<file path="src/rtl/fifo_param_if.sv">
// fifo_param_if: handshake, data and status bundle between a FIFO user and fifo_param.
//   master : drives wr_en, rd_en, din; observes dout, data_count, flags, acks/errs, state
//   slave  : the FIFO side, with the directions reversed
`timescale 1ns/1ps
interface fifo_param_if #(
   parameter int unsigned DATA_WIDTH = 32,
   parameter int unsigned ADDR_WIDTH = 5
);
   logic                  wr_en;
   logic                  rd_en;
   logic [DATA_WIDTH-1:0] din;
   logic [DATA_WIDTH-1:0] dout;
   logic [ADDR_WIDTH:0]   data_count;
   logic                  full;
   logic                  empty;
   logic                  almost_full;
   logic                  almost_empty;
   logic                  wr_ack;
   logic                  wr_err;
   logic                  rd_ack;
   logic                  rd_err;
   logic [2:0]            state;

   modport master (
      output wr_en, rd_en, din,
      input  dout, data_count, full, empty, almost_full, almost_empty,
             wr_ack, wr_err, rd_ack, rd_err, state
   );

   modport slave (
      input  wr_en, rd_en, din,
      output dout, data_count, full, empty, almost_full, almost_empty,
             wr_ack, wr_err, rd_ack, rd_err, state
   );
endinterface

</file>
<file path="src/rtl/fifo_param.sv">
// fifo_param: parametrised synchronous FIFO with simultaneous read/write, registered
// status flags, registered acks/errors and a registered operation-state machine.
// Ports:
//   clk     : rising-edge clock
//   reset_n : asynchronous active-low reset
//   bus     : fifo_param_if.slave (wr_en, rd_en, din in; dout, data_count, full, empty,
//             almost_full, almost_empty, wr_ack, wr_err, rd_ack, rd_err, state out)
// Build option: define FIFO_PARAM_STICKY_ERR_EN to make wr_err/rd_err sticky until the
// next accepted write/read; otherwise they are one-cycle pulses.
`timescale 1ns/1ps
module fifo_param #(
   parameter int unsigned DATA_WIDTH = 32,
   parameter int unsigned ADDR_WIDTH = 5,
   parameter int unsigned AF_LEVEL   = 28,
   parameter int unsigned AE_LEVEL   = 4
) (
   input  logic       clk,
   input  logic       reset_n,
   fifo_param_if.slave bus
);
   localparam int unsigned DEPTH = 1 << ADDR_WIDTH;
   localparam int unsigned CW    = ADDR_WIDTH + 1;

   typedef enum logic [2:0] {
      IDLE      = 3'b000,
      WRITE     = 3'b001,
      READ      = 3'b010,
      WR_ERROR  = 3'b011,
      RD_ERROR  = 3'b100,
      WR_RD     = 3'b101,
      WR_ERR_RD = 3'b110,
      RD_ERR_WR = 3'b111
   } state_t;

   state_t                state_q, state_nx;
   logic [DATA_WIDTH-1:0] mem [DEPTH];
   logic [ADDR_WIDTH-1:0] wr_ptr_q, rd_ptr_q;
   logic [CW-1:0]         count_q, count_nx;
   logic [DATA_WIDTH-1:0] dout_q;
   logic                  full_q, empty_q, af_q, ae_q;
   logic                  wr_ack_q, rd_ack_q, wr_err_q, rd_err_q;
   logic                  do_wr, do_rd, is_full, is_empty;
   logic                  wr_ack_nx, rd_ack_nx, wr_err_nx, rd_err_nx;

   assign is_full  = (count_q == CW'(DEPTH));
   assign is_empty = (count_q == '0);

   // Next state, accepted operations and ack/err decode of the next state
   always_comb begin
      state_nx = IDLE;
      do_wr    = 1'b0;
      do_rd    = 1'b0;
      case ({bus.wr_en, bus.rd_en})
         2'b10: begin
            if (!is_full) begin
               state_nx = WRITE;
               do_wr    = 1'b1;
            end else begin
               state_nx = WR_ERROR;
            end
         end
         2'b01: begin
            if (!is_empty) begin
               state_nx = READ;
               do_rd    = 1'b1;
            end else begin
               state_nx = RD_ERROR;
            end
         end
         2'b11: begin
            // At a boundary only the operation that keeps occupancy in range proceeds
            if (is_full) begin
               state_nx = WR_ERR_RD;
               do_rd    = 1'b1;
            end else if (is_empty) begin
               state_nx = RD_ERR_WR;
               do_wr    = 1'b1;
            end else begin
               state_nx = WR_RD;
               do_wr    = 1'b1;
               do_rd    = 1'b1;
            end
         end
         default: state_nx = IDLE;
      endcase
      count_nx  = count_q + CW'(do_wr) - CW'(do_rd);
      wr_ack_nx = state_nx inside {WRITE, WR_RD, RD_ERR_WR};
      rd_ack_nx = state_nx inside {READ, WR_RD, WR_ERR_RD};
      wr_err_nx = state_nx inside {WR_ERROR, WR_ERR_RD};
      rd_err_nx = state_nx inside {RD_ERROR, RD_ERR_WR};
   end

   // State register
   always_ff @(posedge clk or negedge reset_n) begin
      if (!reset_n) state_q <= IDLE;
      else          state_q <= state_nx;
   end

   // Pointers, occupancy, read data and registered status
   always_ff @(posedge clk or negedge reset_n) begin
      if (!reset_n) begin
         wr_ptr_q <= '0;
         rd_ptr_q <= '0;
         count_q  <= '0;
         dout_q   <= '0;
         full_q   <= 1'b0;
         empty_q  <= 1'b1;
         af_q     <= 1'b0;
         ae_q     <= 1'b1;
         wr_ack_q <= 1'b0;
         rd_ack_q <= 1'b0;
         wr_err_q <= 1'b0;
         rd_err_q <= 1'b0;
      end else begin
         if (do_wr) wr_ptr_q <= wr_ptr_q + ADDR_WIDTH'(1);
         if (do_rd) begin
            rd_ptr_q <= rd_ptr_q + ADDR_WIDTH'(1);
            dout_q   <= mem[rd_ptr_q];
         end
         count_q  <= count_nx;
         full_q   <= (count_nx == CW'(DEPTH));
         empty_q  <= (count_nx == '0);
         af_q     <= (count_nx >= CW'(AF_LEVEL));
         ae_q     <= (count_nx <= CW'(AE_LEVEL));
         wr_ack_q <= wr_ack_nx;
         rd_ack_q <= rd_ack_nx;
`ifdef FIFO_PARAM_STICKY_ERR_EN
         // Error held from a rejection until the next accepted operation of that kind
         wr_err_q <= wr_err_nx | (wr_err_q & ~wr_ack_nx);
         rd_err_q <= rd_err_nx | (rd_err_q & ~rd_ack_nx);
`else
         wr_err_q <= wr_err_nx;
         rd_err_q <= rd_err_nx;
`endif
      end
   end

   // Storage array, intentionally not reset
   always_ff @(posedge clk) begin
      if (do_wr) mem[wr_ptr_q] <= bus.din;
   end

   assign bus.state        = state_q;
   assign bus.dout         = dout_q;
   assign bus.data_count   = count_q;
   assign bus.full         = full_q;
   assign bus.empty        = empty_q;
   assign bus.almost_full  = af_q;
   assign bus.almost_empty = ae_q;
   assign bus.wr_ack       = wr_ack_q;
   assign bus.rd_ack       = rd_ack_q;
   assign bus.wr_err       = wr_err_q;
   assign bus.rd_err       = rd_err_q;
endmodule

</file>
<file path="src/flat_wrapper.sv">
// flat-port wrapper written by rule: the top's interface ports become plain ports
module fifo_param_flat 
#(
   parameter int unsigned DATA_WIDTH = 32,
   parameter int unsigned ADDR_WIDTH = 5,
   parameter int unsigned AF_LEVEL   = 28,
   parameter int unsigned AE_LEVEL   = 4
)
  (clk, reset_n, bus_wr_en, bus_rd_en, bus_din, bus_dout, bus_data_count, bus_full, bus_empty, bus_almost_full, bus_almost_empty, bus_wr_ack, bus_wr_err, bus_rd_ack, bus_rd_err, bus_state);
  fifo_param_if #(.DATA_WIDTH(DATA_WIDTH), .ADDR_WIDTH(ADDR_WIDTH)) bus_i ();
  input  logic clk;
  input  logic reset_n;
  input wire logic [$bits(bus_i.wr_en)-1:0] bus_wr_en;
  input wire logic [$bits(bus_i.rd_en)-1:0] bus_rd_en;
  input wire logic [$bits(bus_i.din)-1:0] bus_din;
  output wire logic [$bits(bus_i.dout)-1:0] bus_dout;
  output wire logic [$bits(bus_i.data_count)-1:0] bus_data_count;
  output wire logic [$bits(bus_i.full)-1:0] bus_full;
  output wire logic [$bits(bus_i.empty)-1:0] bus_empty;
  output wire logic [$bits(bus_i.almost_full)-1:0] bus_almost_full;
  output wire logic [$bits(bus_i.almost_empty)-1:0] bus_almost_empty;
  output wire logic [$bits(bus_i.wr_ack)-1:0] bus_wr_ack;
  output wire logic [$bits(bus_i.wr_err)-1:0] bus_wr_err;
  output wire logic [$bits(bus_i.rd_ack)-1:0] bus_rd_ack;
  output wire logic [$bits(bus_i.rd_err)-1:0] bus_rd_err;
  output wire logic [$bits(bus_i.state)-1:0] bus_state;
  assign bus_i.wr_en = bus_wr_en;
  assign bus_i.rd_en = bus_rd_en;
  assign bus_i.din = bus_din;
  assign bus_dout = bus_i.dout;
  assign bus_data_count = bus_i.data_count;
  assign bus_full = bus_i.full;
  assign bus_empty = bus_i.empty;
  assign bus_almost_full = bus_i.almost_full;
  assign bus_almost_empty = bus_i.almost_empty;
  assign bus_wr_ack = bus_i.wr_ack;
  assign bus_wr_err = bus_i.wr_err;
  assign bus_rd_ack = bus_i.rd_ack;
  assign bus_rd_err = bus_i.rd_err;
  assign bus_state = bus_i.state;
  fifo_param #(.DATA_WIDTH(DATA_WIDTH), .ADDR_WIDTH(ADDR_WIDTH), .AF_LEVEL(AF_LEVEL), .AE_LEVEL(AE_LEVEL)) u_core (.clk(clk), .reset_n(reset_n), .bus(bus_i));
endmodule
</file>
<file path="config.mk">
export PLATFORM = sky130hd
export DESIGN_NAME = fifo_param_flat
export DESIGN_NICKNAME = d
export VERILOG_FILES = /design/src/rtl/fifo_param_if.sv /design/src/rtl/fifo_param.sv /design/src/flat_wrapper.sv
export SDC_FILE = /design/constraint.sdc
export NUM_CORES = 1
export LEC_CHECK = 0
export BUFFER_PORTS_ARGS = -buffer_cell sky130_fd_sc_hd__clkbuf_2
export CAP_MARGIN = 20
export CORE_MARGIN = 3
export CORE_UTILIZATION = 65
export DETAILED_ROUTE_END_ITERATION = 10
export PLACE_DENSITY = 0.88
export REMOVE_ABC_BUFFERS = 1
export SYNTH_ARGS = -nofsm -noshare
export SYNTH_HDL_FRONTEND = slang
export SYNTH_SLANG_ARGS = --single-unit
</file>
<file path="constraint.sdc">
create_clock -name clk -period 7.9 [get_ports clk]
set_clock_uncertainty 0.2 [all_clocks]
set_input_delay 1.58 -clock clk [delete_from_list [all_inputs] [get_ports clk]]
set_output_delay 1.58 -clock clk [all_outputs]
set_load 0.01 [all_outputs]
</file>
==> run metrics <==
outcome=finished clean; H-tree depth=3; Hold Path End=u_core.bus.dout[12]$_DFFE_PN0P_; Post-Synth Adder-Cell Area=less than 1%; PwrDens=roughly 360 nW/um^2; routed vias=about 23000; fin area=~46000 um^2; leading cell types by count after synthesis=edfxtp_1, mux4_2, nand2_1; Hold Crit Class=register to register; height of the die=258 um; leading area contributor after synthesis=edfxtp_1; Yosys top cell area share=between 70% and 80%; most frequent cell after synthesis=edfxtp_1; filler instances=3121; Post-Layout Cell Count=between 2000 and 3000; ranking of synthesized cells by area=edfxtp_1, mux4_2, dfrtp_1, mux2i_1, a22oi_1; simple-gate share of the synthesized area=approximately 1.9%; Top Ports=85; largest net degree at the start of global routing=127; Leak Pwr=between 15 and 20 nW; final hold violation count=0; Post-Synthesis Cells=between 1500 and 2000; multi-input logic area=roughly 8600 um^2; vias per cell=around 7.7; clock sinks=1083; post-CTS sizing=0; n_diodes=0; die area=approximately 66000 um^2; remaining routing DRC violations=0; max_cap viols=0; Hold-fix buffers, CTS=0; placed insts=around 2800; critical-path cell list=clkbuf_2 > nand2_1 > nand3_1 > nand2_4 > inv_1 > ha_1 > inv_1 > ha_1 > fa_1 > a21oi_1 > o21ai_0 > xnor2_1 > inv_1 > nor4_1; synthesized area=41100 um^2; Yosys cell types=48; busiest grt layer=met2; relative slew slack=between 20% and 30%; mux contribution to synthesized area=13.0%; overall routing resource usage=around a third; WP data arrival=4.97 ns; Tmin final=approximately 4.6 ns; sequential fraction of the synthesis area=between 70% and 80%; HP Start=u_core.bus.dout[12]$_DFFE_PN0P_; Worst setup EP type=register; grt met1 use=a little under half; Worst Setup Start Kind=input port; Post-synth EDFFs=1024; Max Clk Rate=218 MHz; PortBufs=84; GP Congestion=0.844; Num CTS Buffers=approximately 100; Critical-path top delay cell=nand2_4; Setup CP Type=input port to register; hold path cells=2; RSZ-0062 raised after global routing=no; met3 Usage GRT=between 8 and 9%; NumNets Final=2116; vias in the first global route=approximately 22000; top cell family by delay on the critical path=simple AND/OR/NAND/NOR gates; most used cell, CP=inv_1; ANT nets after route=0; post-DP HPWL=approximately 58000 um; WL per Instance=between 30 and 40 um; DRT iter0 DRCs=~4200; R2R Path Start=u_core.bus.data_count[2]$_DFF_PN0_; share of flip-flops with an asynchronous set or reset=between 5 and 6%; Post-Synth XOR/XNOR Area=0.213%; Initial DRT Pass Iterations=6; CTS root buf=clkbuf_16; row count=between 90 and 100; Worst-Margin Slew=~1.2 ns; Yosys Warn Count=0; syn avg cell area=~21 um^2; first-pass GRT wire length=approximately 160000 um; Max IR drop VDD=0.000273 V; Final Setup Violations=0; share of layout cells above drive strength 1=25.6%; Final Cycle Share=between 50% and 60%; area delta synth->final=13.0%; GRT Residual Overflow=0; Synth Register Bits=around 1100; Worst-Skew Late Latency=0.73 ns; critical path fanouts, max=between 60 and 70; WP buf/inv=4; setup TNS=0 ns; Synth Flop Type=edfxtp_1; GRT met2 Usage=between 50% and 60%; initial antenna violation count=5; R2R cell count=15; CTS max path bufs=3; post-synthesis compound-gate area fraction=under 10%; starting density of the core=between 60% and 70%; required time of the critical path=between 8 and 9 ns; register cell area after layout=approximately 32000 um^2; area post-placement=42800 um^2; fin. max-slew vios=0; Max stage delay on crit path=roughly 0.67 ns; clock-pin slew on the worst setup and hold paths=approximately 0.07 ns; Total Wirelength=118000 um; Worst R2R Setup Slack=between 3 and 4 ns; largest family of logic cells by synthesized area=multiplexers; reg2reg end=u_core.bus.almost_empty$_DFF_PN1_; die width=258 um; core area=just over 60000 um^2; # Post-CTS Setup Buffers=0; CTS tree=done
## layout make-up
| class | instances | area share (%) |
|---|---|---|
| inverters | 19 | 0.154 |
| multi-input cells | 732 | 18.4 |
| clock buffers | 142 | 6.01 |
| clock inverters | 49 | 1.16 |
| repair buffers | 128 | 2.61 |
| well taps | 837 | 2.25 |
| flip-flops and latches | 1083 | 69.4 |
## power breakdown
part           internal, mW  switching, mW  total [mW]
logic                  1.84           2.90        4.74
registers              6.76          0.421        7.18
clock network          2.67           2.28        4.95
total                  11.3           5.61        16.9
## per-layer routing
layer  share of wire [%]  wire length [um]
met1                  32             37400
met5               0.018                21
met2                  49             57800
met3                  14             16100
met4                 5.9              6920
## logic make-up after synthesis
| logic type | after synthesis |
|---|---|
| flip-flops | 1083 |
| multiplexers | 289 |
| AO/OA/AOI/OAI | 241 |
| AND/OR/NAND/NOR | 177 |
| buffers and inverters | 132 |
| adder cells (fa/ha/maj) | 15 |
| XOR/XNOR | 10 |
## flip-flops by register name (all words and copies together) (netlist names)
register and cells:
u_core.bus.almost_empty 1, u_core.bus.almost_full 1, u_core.bus.data_count 6, u_core.bus.dout 32, u_core.bus.empty 1, u_core.bus.full 1, u_core.bus.rd_ack 1, u_core.bus.rd_err 1
u_core.bus.state 3, u_core.bus.wr_ack 1, u_core.bus.wr_err 1, u_core.mem 1024, u_core.rd_ptr_q 5, u_core.wr_ptr_q 5
## worst register-to-register path, stage by stage (launching register included)
cell and delay (ns):
dfrtp_1 0.40, inv_1 0.09, ha_1 0.13, nor3b_2 0.33, nand3_1 0.23, nand2_4 0.67
inv_1 0.34, ha_1 0.37, inv_1 0.04, ha_1 0.20, fa_1 0.44, a21oi_1 0.18
o21ai_0 0.14, xnor2_1 0.23, inv_1 0.12, nor4_1 0.30
## cells in the final DEF, fill, tap and decap left out, types with 7 or more instances in the layout
master / n
clkbuf_16: 101
buf_4: 16
a22o_1: 31
nand2_1: 82
ha_1: 14
clkinv_2: 16
buf_12: 16
inv_1: 19
a22oi_1: 64
nor2_1: 7
clkbuf_1: 30
o221ai_1: 31
nand3_1: 34
o31ai_1: 31
a221o_1: 31
mux2i_1: 64
clkbuf_8: 11
mux2_2: 32
nor2_4: 33
edfxtp_1: 1024
o21ai_0: 10
xnor2_1: 9
clkbuf_2: 83
buf_16: 13
mux4_2: 193
o21ai_1: 30
dfrtp_1: 54
clkinv_1: 12
## metrics by stage
step	hold WS (ns)	worst slack [ns]	total power, mW	util [%]
floorplan	0.316	-4.63	10.8	-
global placement	0.279	2.92	11.4	68.3
detailed placement	0.282	2.70	11.6	68.9
CTS	0.297	3.39	16.6	74.2
global route	0.334	3.13	17.2	74.7
finish	0.285	3.31	16.9	74.7
## worst max path at each step
stage	slack, ns	cells past startpoint	from	endpoint
floorplan	-4.63	4	u_core.rd_ptr_q[0]$_DFFE_PN0P_	u_core.bus.dout[31]$_DFFE_PN0P_
global placement	2.92	14	bus_wr_en	u_core.bus.almost_empty$_DFF_PN1_
detailed placement	2.70	13	bus_wr_en	u_core.bus.full$_DFF_PN0_
CTS	3.39	13	bus_wr_en	u_core.bus.full$_DFF_PN0_
global route	3.13	13	bus_wr_en	u_core.bus.full$_DFF_PN0_
finish	3.31	14	bus_wr_en	u_core.bus.almost_empty$_DFF_PN1_
No activity file was read; power rests on OpenSTA's default activity.
